==> src/rtl/fp_vector_accum_ctrl_pkg.sv <==
// Shared types and constants for the FP12 vector accumulation sequencer.
// Lanes are packed {a,b,c,d} with lane a in the most significant bits.
package fp_vector_accum_ctrl_pkg;

  localparam int EXP_BITS    = 5;
  localparam int MANT_BITS   = 6;
  localparam int W           = EXP_BITS + MANT_BITS + 1;
  localparam int LANES       = 4;
  localparam int VEC_W       = LANES * W;
  localparam int LEN_BITS    = 8;
  localparam int ADD_LATENCY = 3;
  localparam int TIMEOUT     = ADD_LATENCY + 3;
  localparam int TMR_BITS    = 4;

  typedef logic [W-1:0]     fp12_t;
  typedef logic [VEC_W-1:0] vec_t;

  typedef enum logic [2:0] {
    ST_IDLE  = 3'd0,
    ST_FIRST = 3'd1,
    ST_ACC   = 3'd2,
    ST_WAIT  = 3'd3,
    ST_DONE  = 3'd4
  } state_t;

  // Last timer value at which a missing adder result is still tolerated
  localparam logic [TMR_BITS-1:0] TMR_LAST = TMR_BITS'(TIMEOUT - 1);

  localparam fp12_t FP12_ONE   = 12'h3C0;
  localparam fp12_t FP12_TWO   = 12'h400;
  localparam fp12_t FP12_THREE = 12'h420;

  function automatic vec_t pack_lanes(input fp12_t a, input fp12_t b,
                                      input fp12_t c, input fp12_t d);
    return {a, b, c, d};
  endfunction

endpackage

==> src/rtl/fp_vector_accum_ctrl_if.sv <==
// Operand, adder and result handshake bundle for fp_vector_accum_ctrl.
// The slave modport is the sequencer's view; master is the surrounding tile.
interface fp_vector_accum_ctrl_if;
  import fp_vector_accum_ctrl_pkg::*;

  logic                start;
  logic [LEN_BITS-1:0] len;
  logic                in_valid;
  logic                in_ready;
  vec_t                in_vec;
  logic                add_valid;
  vec_t                add_op1;
  vec_t                add_op2;
  logic                add_res_valid;
  vec_t                add_res;
  logic                out_valid;
  logic                out_ready;
  vec_t                out_vec;
  logic                busy;
  logic                err;

  modport master (
    output start, len, in_valid, in_vec, add_res_valid, add_res, out_ready,
    input  in_ready, add_valid, add_op1, add_op2, out_valid, out_vec, busy, err
  );

  modport slave (
    input  start, len, in_valid, in_vec, add_res_valid, add_res, out_ready,
    output in_ready, add_valid, add_op1, add_op2, out_valid, out_vec, busy, err
  );

endinterface

==> src/rtl/fp_vector_accum_ctrl.sv <==
// Sequencer that folds a stream of 4-lane FP12 vectors through an external
// fixed-latency adder and presents the lane-wise sum; lanes pass bit-exact.
module fp_vector_accum_ctrl
  import fp_vector_accum_ctrl_pkg::*;
(
  input  logic                  clk,
  input  logic                  rst,
  fp_vector_accum_ctrl_if.slave bus
);

  state_t              r_state;
  state_t              w_state_nxt;
  vec_t                r_acc;
  vec_t                w_acc_nxt;
  logic [LEN_BITS-1:0] r_rem;
  logic [LEN_BITS-1:0] w_rem_nxt;
  logic [LEN_BITS-1:0] w_rem_dec;
  logic [TMR_BITS-1:0] r_timer;
  logic [TMR_BITS-1:0] w_timer_nxt;
  logic                r_err;
  logic                w_err_nxt;
  logic                w_spurious;
  logic                w_issue;
  logic                w_accept;
  logic                w_last;
  logic                r_in_ready;
  logic                r_add_valid;
  logic                r_out_valid;
  logic                r_busy;
  vec_t                r_add_op1;
  vec_t                r_add_op2;
  vec_t                r_out_vec;

  assign w_accept   = r_in_ready & bus.in_valid;
  assign w_last     = (r_rem <= LEN_BITS'(1));
  assign w_rem_dec  = (r_rem != {LEN_BITS{1'b0}}) ? (r_rem - LEN_BITS'(1)) : {LEN_BITS{1'b0}};
  assign w_spurious = bus.add_res_valid & (r_state != ST_WAIT);

  assign bus.in_ready  = r_in_ready;
  assign bus.add_valid = r_add_valid;
  assign bus.add_op1   = r_add_op1;
  assign bus.add_op2   = r_add_op2;
  assign bus.out_valid = r_out_valid;
  assign bus.out_vec   = r_out_vec;
  assign bus.busy      = r_busy;
  assign bus.err       = r_err;

  // FSM state register
  always_ff @(posedge clk or posedge rst) begin
    if (rst) begin
      r_state <= ST_IDLE;
    end else begin
      r_state <= w_state_nxt;
    end
  end

  // Next-state and datapath decode
  always_comb begin
    w_state_nxt = r_state;
    w_acc_nxt   = r_acc;
    w_rem_nxt   = r_rem;
    w_timer_nxt = r_timer;
    w_err_nxt   = r_err;
    w_issue     = 1'b0;
    case (r_state)
      ST_IDLE: begin
        if (bus.start) begin
          w_err_nxt = 1'b0;
          w_rem_nxt = bus.len;
          if (bus.len == {LEN_BITS{1'b0}}) begin
            w_acc_nxt   = {VEC_W{1'b0}};
            w_state_nxt = ST_DONE;
          end else begin
            w_state_nxt = ST_FIRST;
          end
        end else begin
          w_state_nxt = ST_IDLE;
        end
      end
      ST_FIRST: begin
        if (w_accept) begin
          w_acc_nxt   = bus.in_vec;
          w_rem_nxt   = w_rem_dec;
          w_state_nxt = w_last ? ST_DONE : ST_ACC;
        end else begin
          w_state_nxt = ST_FIRST;
        end
      end
      ST_ACC: begin
        if (w_accept) begin
          w_issue     = 1'b1;
          w_timer_nxt = {TMR_BITS{1'b0}};
          w_state_nxt = ST_WAIT;
        end else begin
          w_state_nxt = ST_ACC;
        end
      end
      ST_WAIT: begin
        // A result arriving on the final watchdog cycle still wins
        if (bus.add_res_valid) begin
          w_acc_nxt   = bus.add_res;
          w_rem_nxt   = w_rem_dec;
          w_state_nxt = w_last ? ST_DONE : ST_ACC;
        end else if (r_timer == TMR_LAST) begin
          w_err_nxt   = 1'b1;
          w_state_nxt = ST_IDLE;
        end else begin
          w_timer_nxt = r_timer + TMR_BITS'(1);
        end
      end
      ST_DONE: begin
        if (bus.out_ready) begin
          w_state_nxt = ST_IDLE;
        end else begin
          w_state_nxt = ST_DONE;
        end
      end
      default: begin
        w_state_nxt = ST_IDLE;
      end
    endcase
  end

  // Datapath registers; outputs are registered from the next state so they align with r_state
  always_ff @(posedge clk or posedge rst) begin
    if (rst) begin
      r_acc       <= {VEC_W{1'b0}};
      r_rem       <= {LEN_BITS{1'b0}};
      r_timer     <= {TMR_BITS{1'b0}};
      r_err       <= 1'b0;
      r_in_ready  <= 1'b0;
      r_busy      <= 1'b0;
      r_out_valid <= 1'b0;
      r_add_valid <= 1'b0;
      r_add_op1   <= {VEC_W{1'b0}};
      r_add_op2   <= {VEC_W{1'b0}};
      r_out_vec   <= {VEC_W{1'b0}};
    end else begin
      r_acc       <= w_acc_nxt;
      r_rem       <= w_rem_nxt;
      r_timer     <= w_timer_nxt;
      r_err       <= w_err_nxt | w_spurious;
      r_in_ready  <= (w_state_nxt == ST_FIRST) || (w_state_nxt == ST_ACC);
      r_busy      <= (w_state_nxt != ST_IDLE);
      r_out_valid <= (w_state_nxt == ST_DONE);
      r_add_valid <= w_issue;
      if (w_issue) begin
        r_add_op1 <= r_acc;
        r_add_op2 <= bus.in_vec;
      end
      if ((w_state_nxt == ST_DONE) && (r_state != ST_DONE)) begin
        r_out_vec <= w_acc_nxt;
      end
    end
  end

endmodule

==> src/flat_wrapper.sv <==
// flat-port wrapper written by rule: the top's interface ports become plain ports
module fp_vector_accum_ctrl_flat import fp_vector_accum_ctrl_pkg::*;
  (clk, rst, bus_start, bus_len, bus_in_valid, bus_in_vec, bus_add_res_valid, bus_add_res, bus_out_ready, bus_in_ready, bus_add_valid, bus_add_op1, bus_add_op2, bus_out_valid, bus_out_vec, bus_busy, bus_err);
  fp_vector_accum_ctrl_if bus_i ();
  input  logic clk;
  input  logic rst;
  input wire logic [$bits(bus_i.start)-1:0] bus_start;
  input wire logic [$bits(bus_i.len)-1:0] bus_len;
  input wire logic [$bits(bus_i.in_valid)-1:0] bus_in_valid;
  input wire logic [$bits(bus_i.in_vec)-1:0] bus_in_vec;
  input wire logic [$bits(bus_i.add_res_valid)-1:0] bus_add_res_valid;
  input wire logic [$bits(bus_i.add_res)-1:0] bus_add_res;
  input wire logic [$bits(bus_i.out_ready)-1:0] bus_out_ready;
  output wire logic [$bits(bus_i.in_ready)-1:0] bus_in_ready;
  output wire logic [$bits(bus_i.add_valid)-1:0] bus_add_valid;
  output wire logic [$bits(bus_i.add_op1)-1:0] bus_add_op1;
  output wire logic [$bits(bus_i.add_op2)-1:0] bus_add_op2;
  output wire logic [$bits(bus_i.out_valid)-1:0] bus_out_valid;
  output wire logic [$bits(bus_i.out_vec)-1:0] bus_out_vec;
  output wire logic [$bits(bus_i.busy)-1:0] bus_busy;
  output wire logic [$bits(bus_i.err)-1:0] bus_err;
  assign bus_i.start = bus_start;
  assign bus_i.len = bus_len;
  assign bus_i.in_valid = bus_in_valid;
  assign bus_i.in_vec = bus_in_vec;
  assign bus_i.add_res_valid = bus_add_res_valid;
  assign bus_i.add_res = bus_add_res;
  assign bus_i.out_ready = bus_out_ready;
  assign bus_in_ready = bus_i.in_ready;
  assign bus_add_valid = bus_i.add_valid;
  assign bus_add_op1 = bus_i.add_op1;
  assign bus_add_op2 = bus_i.add_op2;
  assign bus_out_valid = bus_i.out_valid;
  assign bus_out_vec = bus_i.out_vec;
  assign bus_busy = bus_i.busy;
  assign bus_err = bus_i.err;
  fp_vector_accum_ctrl u_core (.clk(clk), .rst(rst), .bus(bus_i));
endmodule
==> config.mk <==
export PLATFORM = sky130hd
export DESIGN_NAME = fp_vector_accum_ctrl_flat
export DESIGN_NICKNAME = d
export VERILOG_FILES = /design/src/rtl/fp_vector_accum_ctrl_pkg.sv /design/src/rtl/fp_vector_accum_ctrl_if.sv /design/src/rtl/fp_vector_accum_ctrl.sv /design/src/flat_wrapper.sv
export SDC_FILE = /design/constraint.sdc
export NUM_CORES = 1
export LEC_CHECK = 0
export CORE_ASPECT_RATIO = 1.2
export CORE_MARGIN = 2
export CORE_UTILIZATION = 43
export DETAILED_ROUTE_END_ITERATION = 10
export PLACE_DENSITY = 0.81
export SYNTH_ARGS = -nofsm -noshare
export SYNTH_HDL_FRONTEND = slang
export SYNTH_SLANG_ARGS = --single-unit
==> constraint.sdc <==
create_clock -name clk -period 7 [get_ports clk]
set_input_delay 1.4 -clock clk [delete_from_list [all_inputs] [get_ports clk]]
set_output_delay 1.4 -clock clk [all_outputs]
set_load 0.005 [all_outputs]
==> results of run 1 <==
[sequential cells by signal, indices dropped and copies added, names as in the netlist, 3 cells and up]
signal and count:
u_core.r_state 3, u_core.r_timer 4, u_core.r_rem 8, u_core.bus.add_op1 48, u_core.r_acc 48, u_core.bus.out_vec 48, u_core.bus.add_op2 48
[critical path: cells and delay by family]
family	cells	cell delay, ns
buf+inv	1	0.43
simple gates	2	0.83
compound gates	2	1.05
[layer usage]
metal | global-route usage | share of wire
met5 | 0 | 0
met1 | 0.283 | 0.40
met3 | 0.0543 | 0.073
met2 | 0.395 | 0.51
met4 | 0.0546 | 0.022
[worst paths after layout]
kind	from	to	slack, ns	depth (start not counted)
min in group asynchronous	rst	u_core.bus.add_op1[24]	1.44	3
max in group asynchronous	rst	u_core.r_acc[1]	4.77	3
setup reg to reg	u_core.r_rem[4]	u_core.bus.out_vec[11]	3.70	4
hold reg to reg	u_core.bus.add_op2[5]	u_core.bus.add_op2[5]	0.47	2
hold / removal	u_core.bus.add_op2[5]	u_core.bus.add_op2[5]	0.47	2
setup / recovery	bus_len[5]	u_core.bus.out_vec[11]	3.58	5
[power groups by stage]
stage | logic, mW | registers (mW) | clock network [mW]
after floorplan | 0.872 | 2.01 | 0
after detailed placement | 1.98 | 2.03 | 0
after global placement | 1.92 | 2.01 | 0
after global routing | 2.18 | 2.08 | 1.37
final | 1.98 | 2.02 | 1.29
after CTS | 2.00 | 2.02 | 1.32
[per-stage QoR]
step	std cells	area (µm²)	hold WS (ns)
5_1_grt	1376	12200	0.492
6_report	1376	12200	0.473
2_1_floorplan	866	8700	0.470
3_5_place_dp	1336	11400	0.461
4_1_cts	1376	12200	0.476
3_3_place_gp	1336	11400	0.456
[cell families (layout without fill, tap and decap cells)]
kind of cell / count (synthesis) / after routing
mux: 3 / 3
compound gates: 280 / 280
flops: 212 / 212
buf+inv: 119 / 364
simple gates: 247 / 247
fa+ha+maj: 5 / 5
[cells in the final DEF (no fill, tap or decap), types with 5 or more instances in the layout]
master	count
o21ai_0	104
nor2_1	9
a22o_1	5
buf_4	7
clkbuf_1	9
clkdlybuf4s50_1	258
a21oi_2	10
nor3_1	5
a211oi_1	50
clkbuf_16	23
ha_1	5
a22oi_1	49
nand2b_1	5
a21oi_1	44
nand2_1	205
bufinv_16	5
inv_1	56
dfrtp_1	212
[layout make-up]
| class | instances | area share |
|---|---|---|
| Inverter | 58 | 0.0181 |
| Clock inverter | 5 | 0.0123 |
| Sequential cell | 212 | 0.433 |
| Timing Repair Buffer | 266 | 0.217 |
| Clock buffer | 35 | 0.0531 |
| Tap cell | 265 | 0.0271 |
| Multi-Input combinational cell | 535 | 0.239 |
==> results.py, run 1 <==
metrics = {
    "clocking": {
        "cts_hold_buffers": 0,
        "clock-sinks": 212,
        "htree_levels": 1,
        "cts_resized": 0,
        "clock_latency_ns": 0.50,
        "clk_pin_slew_ns": 0.06,
        "cts_max_path_buffers": 3,
        "postCtsSetupBuffers": 0,
        "cts_tree": "yes",
        "cts-root-buf": "clkbuf_16",
        "cts_buffers": 22,
    },
    "power_and_ir_drop": {
        "seq_power_share": 0.382,
        "power.density_mw_per_mm2": 433,
        "internal-power_mw": 3.58,
        "vdd_drop_max_mv": 0.224,
        "p_sw_frac": 0.324,
        "combPwrFrac": 0.374,
        "clock_power_share": 0.244,
        "p_leak_nw": 5.43,
        "p_total_mw": 5.29,
        "switchingPower_mw": 1.72,
    },
    "sta": {
        "fin_skew_ns": 0.0122,
        "fin_crit_ns": 3.43,
        "fin_ws_ns": 3.58,
        "hold_viol": 0,
        "fin_crit_sh": 0.489,
        "finalSetupViolations": 0,
        "finalSetupTns_ns": 0,
        "rsz0062_at_grt": "no",
        "final_max_slew_viol_count": 0,
        "fmax_mhz": 292,
        "maxSlewHeadroom": 0.215,
        "tightest_slew_ns": 1.18,
    },
    "floorplan": {
        "pin_count": 259,
        "core_mm2": 0.0200,
        "rows": 57,
        "start_util": 0.434,
        "die_x_um": 134,
        "fp.dieH_um": 160,
        "dieArea_mm2": 0.0214,
    },
    "synth": {
        "synth.most_common_cell": "dfrtp_1",
        "synthArstFlopShare": 1.00,
        "ys_ff_latch": 212,
        "yosys-top-cells-area": "dfrtp_1 61%, nand2_1 8.9%, o21ai_0 6.0%, a211oi_1 4.3%, a22oi_1 4.2%",
        "synth_cell_type_count": 48,
        "yosys-top-cells-count": "212 x dfrtp_1, 205 x nand2_1, 104 x o21ai_0",
        "synth_top_family_by_area": "compound AO/OA/AOI/OAI gates",
        "synth_simple_gate_area_frac": 0.119,
        "netlist_area_mm2": 0.00869,
        "muxShareOfSynthArea": 0.00360,
        "yosysTopAreaCell": "dfrtp_1",
        "synth_edf_count": 0,
        "syn-num-nets": 981,
        "synth-adder-area-share": 0.00720,
        "synth_xor_xnor_area_share": 0,
        "syn_area_per_cell_um2": 10.0,
        "synth_top_area_share": 0.610,
        "synth_compound_area_frac": 0.203,
        "synth_ff_type": "dfrtp_1",
        "ys_seq_area_frac": 0.610,
        "synthesis.yosys.warnings": 0,
        "synth_cells": 866,
    },
    "run": {
        "maxCapViolCount": 0,
    },
    "global_route": {
        "grtUsageTotal": 0.226,
        "grt_pass1_wl_mm": 39.3,
        "grt_pass1_vias": 7470,
        "grt_overflow_total": 0,
        "antenna_found_initial": 0,
        "grt_max_degree": 140,
    },
    "final_layout": {
        "diodes": 0,
        "nNetsFinal": 1210,
        "area_delta_synth_final_pct": 40.8,
        "fin_util": 0.611,
        "register_area_mm2": 0.00531,
        "multi_input_area_mm2": 0.00293,
        "drive_above_1_share": 0.0567,
        "fillCellCount": 1642,
    },
    "routing": {
        "post_drt_wl_per_cell_um": 17.8,
        "dr.pass1.iters": 5,
        "drt_wl_total_mm": 24.5,
        "via_per_inst": 5.34,
        "vias": 7350,
        "route.detailed.drc": 0,
        "drtIter0Drc": 381,
        "ant_nets": 0,
    },
    "critical_path": {
        "end_kind": "flop",
        "cp_slowest_cell": "a21o_2",
        "slowest_delay_ns": 0.88,
        "path_cells": "clkdlybuf4s50_1, or4_1, nor3_4, a21o_2, a21oi_1",
        "required_ns": 7.32,
        "worst_ep_arrival_time_ns": 3.75,
        "path_max_fanout": 48,
        "cp-start-kind": "primary input",
        "worstSetupPathType": "in2reg",
    },
    "placement": {
        "numPortBuffers": 258,
        "gp_congestion": 0.793,
        "dp_slack_ns": 3.06,
        "dp.final_hpwl_mm": 15.8,
    },
    "worst_hold_path": {
        "hold_path_class": "reg2reg",
    },
    "status": {
        "outcome": "completed",
    },
}
Power figures use the tool's default switching activity.
==> run 2: changes to the inputs <==
--- a/config.mk
+++ b/config.mk
@@ -7,9 +7,9 @@
 export LEC_CHECK = 0
 export CORE_ASPECT_RATIO = 1.2
 export CORE_MARGIN = 2
-export CORE_UTILIZATION = 43
+export CORE_UTILIZATION = 47
 export DETAILED_ROUTE_END_ITERATION = 10
-export PLACE_DENSITY = 0.81
+export PLACE_DENSITY = 0.84
 export SYNTH_ARGS = -nofsm -noshare
 export SYNTH_HDL_FRONTEND = slang
 export SYNTH_SLANG_ARGS = --single-unit
==> constraint.sdc (replaced) <==
create_clock -name clk -period 3.25 [get_ports clk]
set_input_delay 0.65 -clock clk [delete_from_list [all_inputs] [get_ports clk]]
set_output_delay 0.65 -clock clk [all_outputs]
set_load 0.005 [all_outputs]
==> run 2 against run 1 <==
  * Core utilization grew 7.0 points
  * Die area shrank 8.3%
  * Sequential share of layout area is 0.49 points lower
  * Count of clock-buffer cells in the layout fell by 6
  * Total power increased by 120%
  * Final cell count is 1.6% lower
  * Combinational power grew 120%
  * Highest routed layer unchanged
==> results.py, run 2 (synthesis results as in run 1) <==
metrics = {
    "global_route": {
        "antenna_found_initial": 0,
        "grt_max_degree": 73,
        "grt_overflow_total": 0,
        "grt_pass1_wl_mm": 40.8,
        "grt_pass1_vias": 7867,
        "grtUsageTotal": 0.260,
    },
    "floorplan": {
        "start_util": 0.478,
        "core_mm2": 0.0182,
        "fp.dieH_um": 153,
        "rows": 54,
        "pin_count": 259,
        "die_x_um": 128,
        "dieArea_mm2": 0.0196,
    },
    "final_layout": {
        "fin_cells": 1354,
        "diodes": 0,
        "mostFrequentLayoutCells": "258 x clkdlybuf4s50_1, 212 x dfrtp_1, 205 x nand2_1",
        "final_common_cell": "clkdlybuf4s50_1",
        "fillCellCount": 1349,
        "multi_input_area_mm2": 0.00293,
        "area_delta_synth_final_pct": 42.4,
        "register_area_mm2": 0.00531,
        "nNetsFinal": 1230,
        "drive_above_1_share": 0.0788,
    },
    "placement": {
        "numPortBuffers": 258,
        "dp.final_hpwl_mm": 17.2,
        "gp_congestion": 0.846,
        "dp.cells": 1315,
    },
    "critical_path": {
        "reg2reg_to": "u_core.bus.out_vec[10]",
        "reg2regPathDepth": 5,
        "crit-reg2reg-launch": "u_core.r_rem[4]",
        "r2r_slack_ns": 0.89,
        "worstSetupPathType": "reg2reg",
        "crit_start": "u_core.r_rem[4]",
        "worst_ep_arrival_time_ns": 2.72,
        "cp-start-kind": "flop",
        "required_ns": 3.60,
        "path_max_fanout": 28,
        "cp-endpoint": "u_core.bus.out_vec[10]",
        "end_kind": "flop",
    },
    "routing": {
        "via_per_inst": 5.47,
        "post_drt_wl_per_cell_um": 18.5,
        "ant_nets": 0,
        "vias": 7402,
        "route.detailed.drc": 0,
        "drtIter0Drc": 390,
        "dr.pass1.iters": 5,
        "drt_wl_total_mm": 25.0,
    },
    "worst_hold_path": {
        "hold_path_class": "reg2reg",
        "hold_start": "u_core.bus.add_op1[11]",
    },
    "sta": {
        "final_max_slew_viol_count": 0,
        "fin_crit_ns": 2.36,
        "fin_skew_ns": 0.0195,
        "fin_crit_sh": 0.727,
        "hold_slack_ns": 0.475,
        "finalSetupViolations": 0,
        "rsz0062_at_grt": "no",
        "fmax_mhz": 423,
        "maxSlewHeadroom": 0.477,
        "hold_viol": 0,
        "tightest_slew_ns": 0.782,
    },
    "clocking": {
        "htree_levels": 1,
        "cts_hold_buffers": 0,
        "clock_latency_ns": 0.50,
        "cts-root-buf": "clkbuf_16",
        "cts_max_path_buffers": 3,
        "cts_buffers": 22,
        "postCtsSetupBuffers": 0,
        "cts_resized": 0,
        "clock-sinks": 212,
        "clk_pin_slew_ns": 0.06,
        "cts_tree": "yes",
    },
    "power_and_ir_drop": {
        "power.density_mw_per_mm2": 920,
        "p_leak_nw": 5.56,
        "vdd_drop_max_mv": 0.482,
    },
    "run": {
        "maxCapViolCount": 0,
    },
    "status": {
        "outcome": "completed",
    },
}
-- run 2: worst min path at each step --
| stage | to | slack [ns] | depth (start not counted) |
|---|---|---|---|
| 6_report | u_core.bus.add_op1[11] | 0.47 | 2 |
| 3_3_place_gp | u_core.bus.add_op2[31] | 0.46 | 2 |
| 5_1_grt | u_core.bus.add_op2[3] | 0.50 | 2 |
| 4_1_cts | u_core.bus.add_op2[3] | 0.48 | 2 |
| 2_1_floorplan | u_core.bus.add_op2[0] | 0.47 | 2 |
| 3_5_place_dp | u_core.bus.add_op2[3] | 0.46 | 2 |
-- run 2: critical path: stages (launching register included) --
cell,delay (ns)
dfrtp_1,0.45
nor3_1,0.36
o211a_2,0.70
a21o_2,0.25
buf_4,0.30
a21oi_1,0.13
-- run 2: layout make-up --
class / count / area share
multi-input combinational: 535 / 0.236
clock buffer: 29 / 0.0515
inverter: 58 / 0.0179
sequential: 212 / 0.429
clock inverter: 10 / 0.0103
timing repair buffer: 286 / 0.233
tap: 224 / 0.0226
-- run 2: stage by stage --
| stage | instance area [µm²] | utilization | setup slack [ns] | setup TNS [ns] | total power [mW] |
|---|---|---|---|---|---|
| after floorplan | 8700 | - | -0.156 | -33.11 | 6.22 |
| final | 12400 | 0.681 | 0.888 | 0 | 11.4 |
| after global placement | 11600 | 0.639 | 0.619 | 0 | 8.57 |
| after CTS | 12400 | 0.681 | 0.898 | 0 | 11.5 |
| after global routing | 12400 | 0.681 | 0.735 | 0 | 12.1 |
| after detailed placement | 11600 | 0.639 | 0.565 | 0 | 8.77 |
-- run 2: layer usage --
layer  track usage  up-vias  wire length, µm  share of wire
li1              -     3463                -              -
met1         0.319     3596             9700           0.39
met2         0.447      288            12500           0.50
met3        0.0679       55             1960          0.078
met4        0.0869        0              850          0.034
met5             0        -                0              0
-- run 2: power by group --
group          total (mW)  internal [mW]  switching (mW)
sequential           4.36           3.73           0.625
combinational        4.39           2.29            2.10
clock                2.64           1.62            1.02
==> run 3: changes to the inputs <==
==> constraint.sdc (replaced) <==
create_clock -name clk -period 2.2 [get_ports clk]
set_input_delay 0.44 -clock clk [delete_from_list [all_inputs] [get_ports clk]]
set_output_delay 0.44 -clock clk [all_outputs]
set_load 0.005 [all_outputs]
==> run 3 against run 2 <==
  * Routed wire length down 0.82%
  * Final cell count up 0.22%
  * Critical path depth down 4
  * Die area unchanged
  * Count of clock-buffer cells in the layout unchanged
  * Clock power up 33%
==> results.py, run 3 (synthesis results as in run 1) <==
metrics = {
    "floorplan": {
        "start_util": 0.478,
        "fp.dieH_um": 153,
        "rows": 54,
        "dieArea_mm2": 0.0196,
        "pin_count": 259,
        "die_x_um": 128,
        "core_mm2": 0.0182,
    },
    "placement": {
        "dp_slack_ns": -0.195,
        "dp.final_hpwl_mm": 17.7,
        "gp_congestion": 0.889,
        "numPortBuffers": 258,
        "place_area_mm2": 0.0117,
    },
    "clocking": {
        "cts-root-buf": "clkbuf_16",
        "clock-sinks": 212,
        "cts_tree": "yes",
        "htree_levels": 1,
        "clk_pin_slew_ns": 0.07,
        "cts_hold_buffers": 0,
        "postCtsSetupBuffers": 0,
        "cts_buffers": 21,
        "clock_latency_ns": 0.49,
        "cts_max_path_buffers": 3,
        "cts_resized": 0,
    },
    "sta": {
        "rsz0062_at_grt": "no",
        "fin_skew_ns": 0.00886,
        "finalSetupViolations": 0,
        "tightest_slew_ns": 0.452,
        "fin_crit_sh": 0.899,
        "hold_viol": 0,
        "maxSlewHeadroom": 0.698,
        "fin_ws_ns": 0.223,
        "fin_crit_ns": 1.98,
        "final_max_slew_viol_count": 0,
        "fmax_mhz": 506,
        "finalSetupTns_ns": 0,
        "hold_slack_ns": 0.264,
    },
    "power_and_ir_drop": {
        "p_leak_nw": 5.55,
        "vdd_drop_max_mv": 0.710,
        "power.density_mw_per_mm2": 1340,
        "p_total_mw": 16.6,
    },
    "final_layout": {
        "final_common_cell": "clkdlybuf4s50_1",
        "diodes": 0,
        "mostFrequentLayoutCells": "258 x clkdlybuf4s50_1, 212 x dfrtp_1, 205 x nand2_1",
        "final_cell_area_mm2": 0.0124,
        "area_delta_synth_final_pct": 42.5,
        "drive_above_1_share": 0.0786,
        "fillCellCount": 1358,
        "nNetsFinal": 1239,
    },
    "global_route": {
        "grt_pass1_wl_mm": 39.3,
        "grt_pass1_vias": 7625,
        "grt_overflow_total": 0,
        "grtUsageTotal": 0.251,
        "antenna_found_initial": 0,
        "grt_max_degree": 71,
    },
    "critical_path": {
        "cp_slowest_cell": "clkdlybuf4s50_1",
        "cp_num_cells": 1,
        "slowest_delay_ns": 0.58,
        "worstSetupPathType": "reg2out",
        "r2r_slack_ns": 0.27,
        "path_cells": "clkdlybuf4s50_1",
        "end_kind": "primary output",
        "worst_ep_arrival_time_ns": 1.54,
        "critical_path.top_delay_family": "buffers and inverters",
        "required_ns": 1.76,
        "path_buf_inv": 1,
        "reg2regPathDepth": 6,
        "path_max_fanout": 6,
        "cp-start-kind": "flop",
    },
    "routing": {
        "drtIter0Drc": 502,
        "vias": 7511,
        "ant_nets": 0,
        "post_drt_wl_per_cell_um": 18.3,
        "dr.pass1.iters": 5,
        "via_per_inst": 5.54,
        "route.detailed.drc": 0,
        "drt_wl_total_mm": 24.8,
    },
    "run": {
        "maxCapViolCount": 0,
    },
    "status": {
        "outcome": "completed",
    },
    "worst_hold_path": {
        "hold_path_class": "in2async",
    },
}
-- run 3: cell count changes in the layout (fill, tap and decap cells not counted), sizes merged --
cell      change
buf          +10
clkinv        -5
clkinvlp      -1
bufinv        -1
-- run 3: final timing paths --
kind / from / endpoint
max: u_core.bus.in_ready / bus_in_ready
min: rst / u_core.bus.out_vec[26]
max reg2reg: u_core.r_state[1] / u_core.bus.add_op2[27]
min reg2reg: u_core.bus.add_op2[15] / u_core.bus.add_op2[15]
max in group asynchronous: rst / u_core.bus.add_op2[40]
min in group clk: u_core.bus.add_op2[15] / u_core.bus.add_op2[15]
-- run 3: metal layers --
layer / GRT usage / vias to the layer above / wire, µm
met5: 0 / - / 0
met4: 0.102 / 0 / 1030
met3: 0.0658 / 64 / 1930
met2: 0.426 / 302 / 12400
met1: 0.304 / 3669 / 9410
li1: - / 3476 / -
-- run 3: stage by stage --
stage	utilization	instances
final	0.682	1357
after CTS	0.682	1357
after floorplan	-	866
after detailed placement	0.646	1325
after global routing	0.682	1357
after global placement	0.646	1325
-- run 3: layout make-up --
type	count	area, µm²	share of cell area
Clock buffer	29	586	0.0473
Clock inverter	3	65.1	0.00525
Inverter	58	221	0.0179
Multi-Input combinational cell	535	2930	0.236
Sequential cell	212	5310	0.428
Tap cell	224	280	0.0226
Timing Repair Buffer	296	3010	0.243
-- run 3: where the power goes --
| group | total, mW | internal (mW) | switching [mW] | leakage, nW |
|---|---|---|---|---|
| combinational | 6.62 | 3.53 | 3.09 | 2.48 |
| clock | 3.50 | 2.07 | 1.43 | 0.318 |
| sequential | 6.43 | 5.51 | 0.919 | 2.75 |
| total | 16.6 | 11.1 | 5.44 | 5.55 |
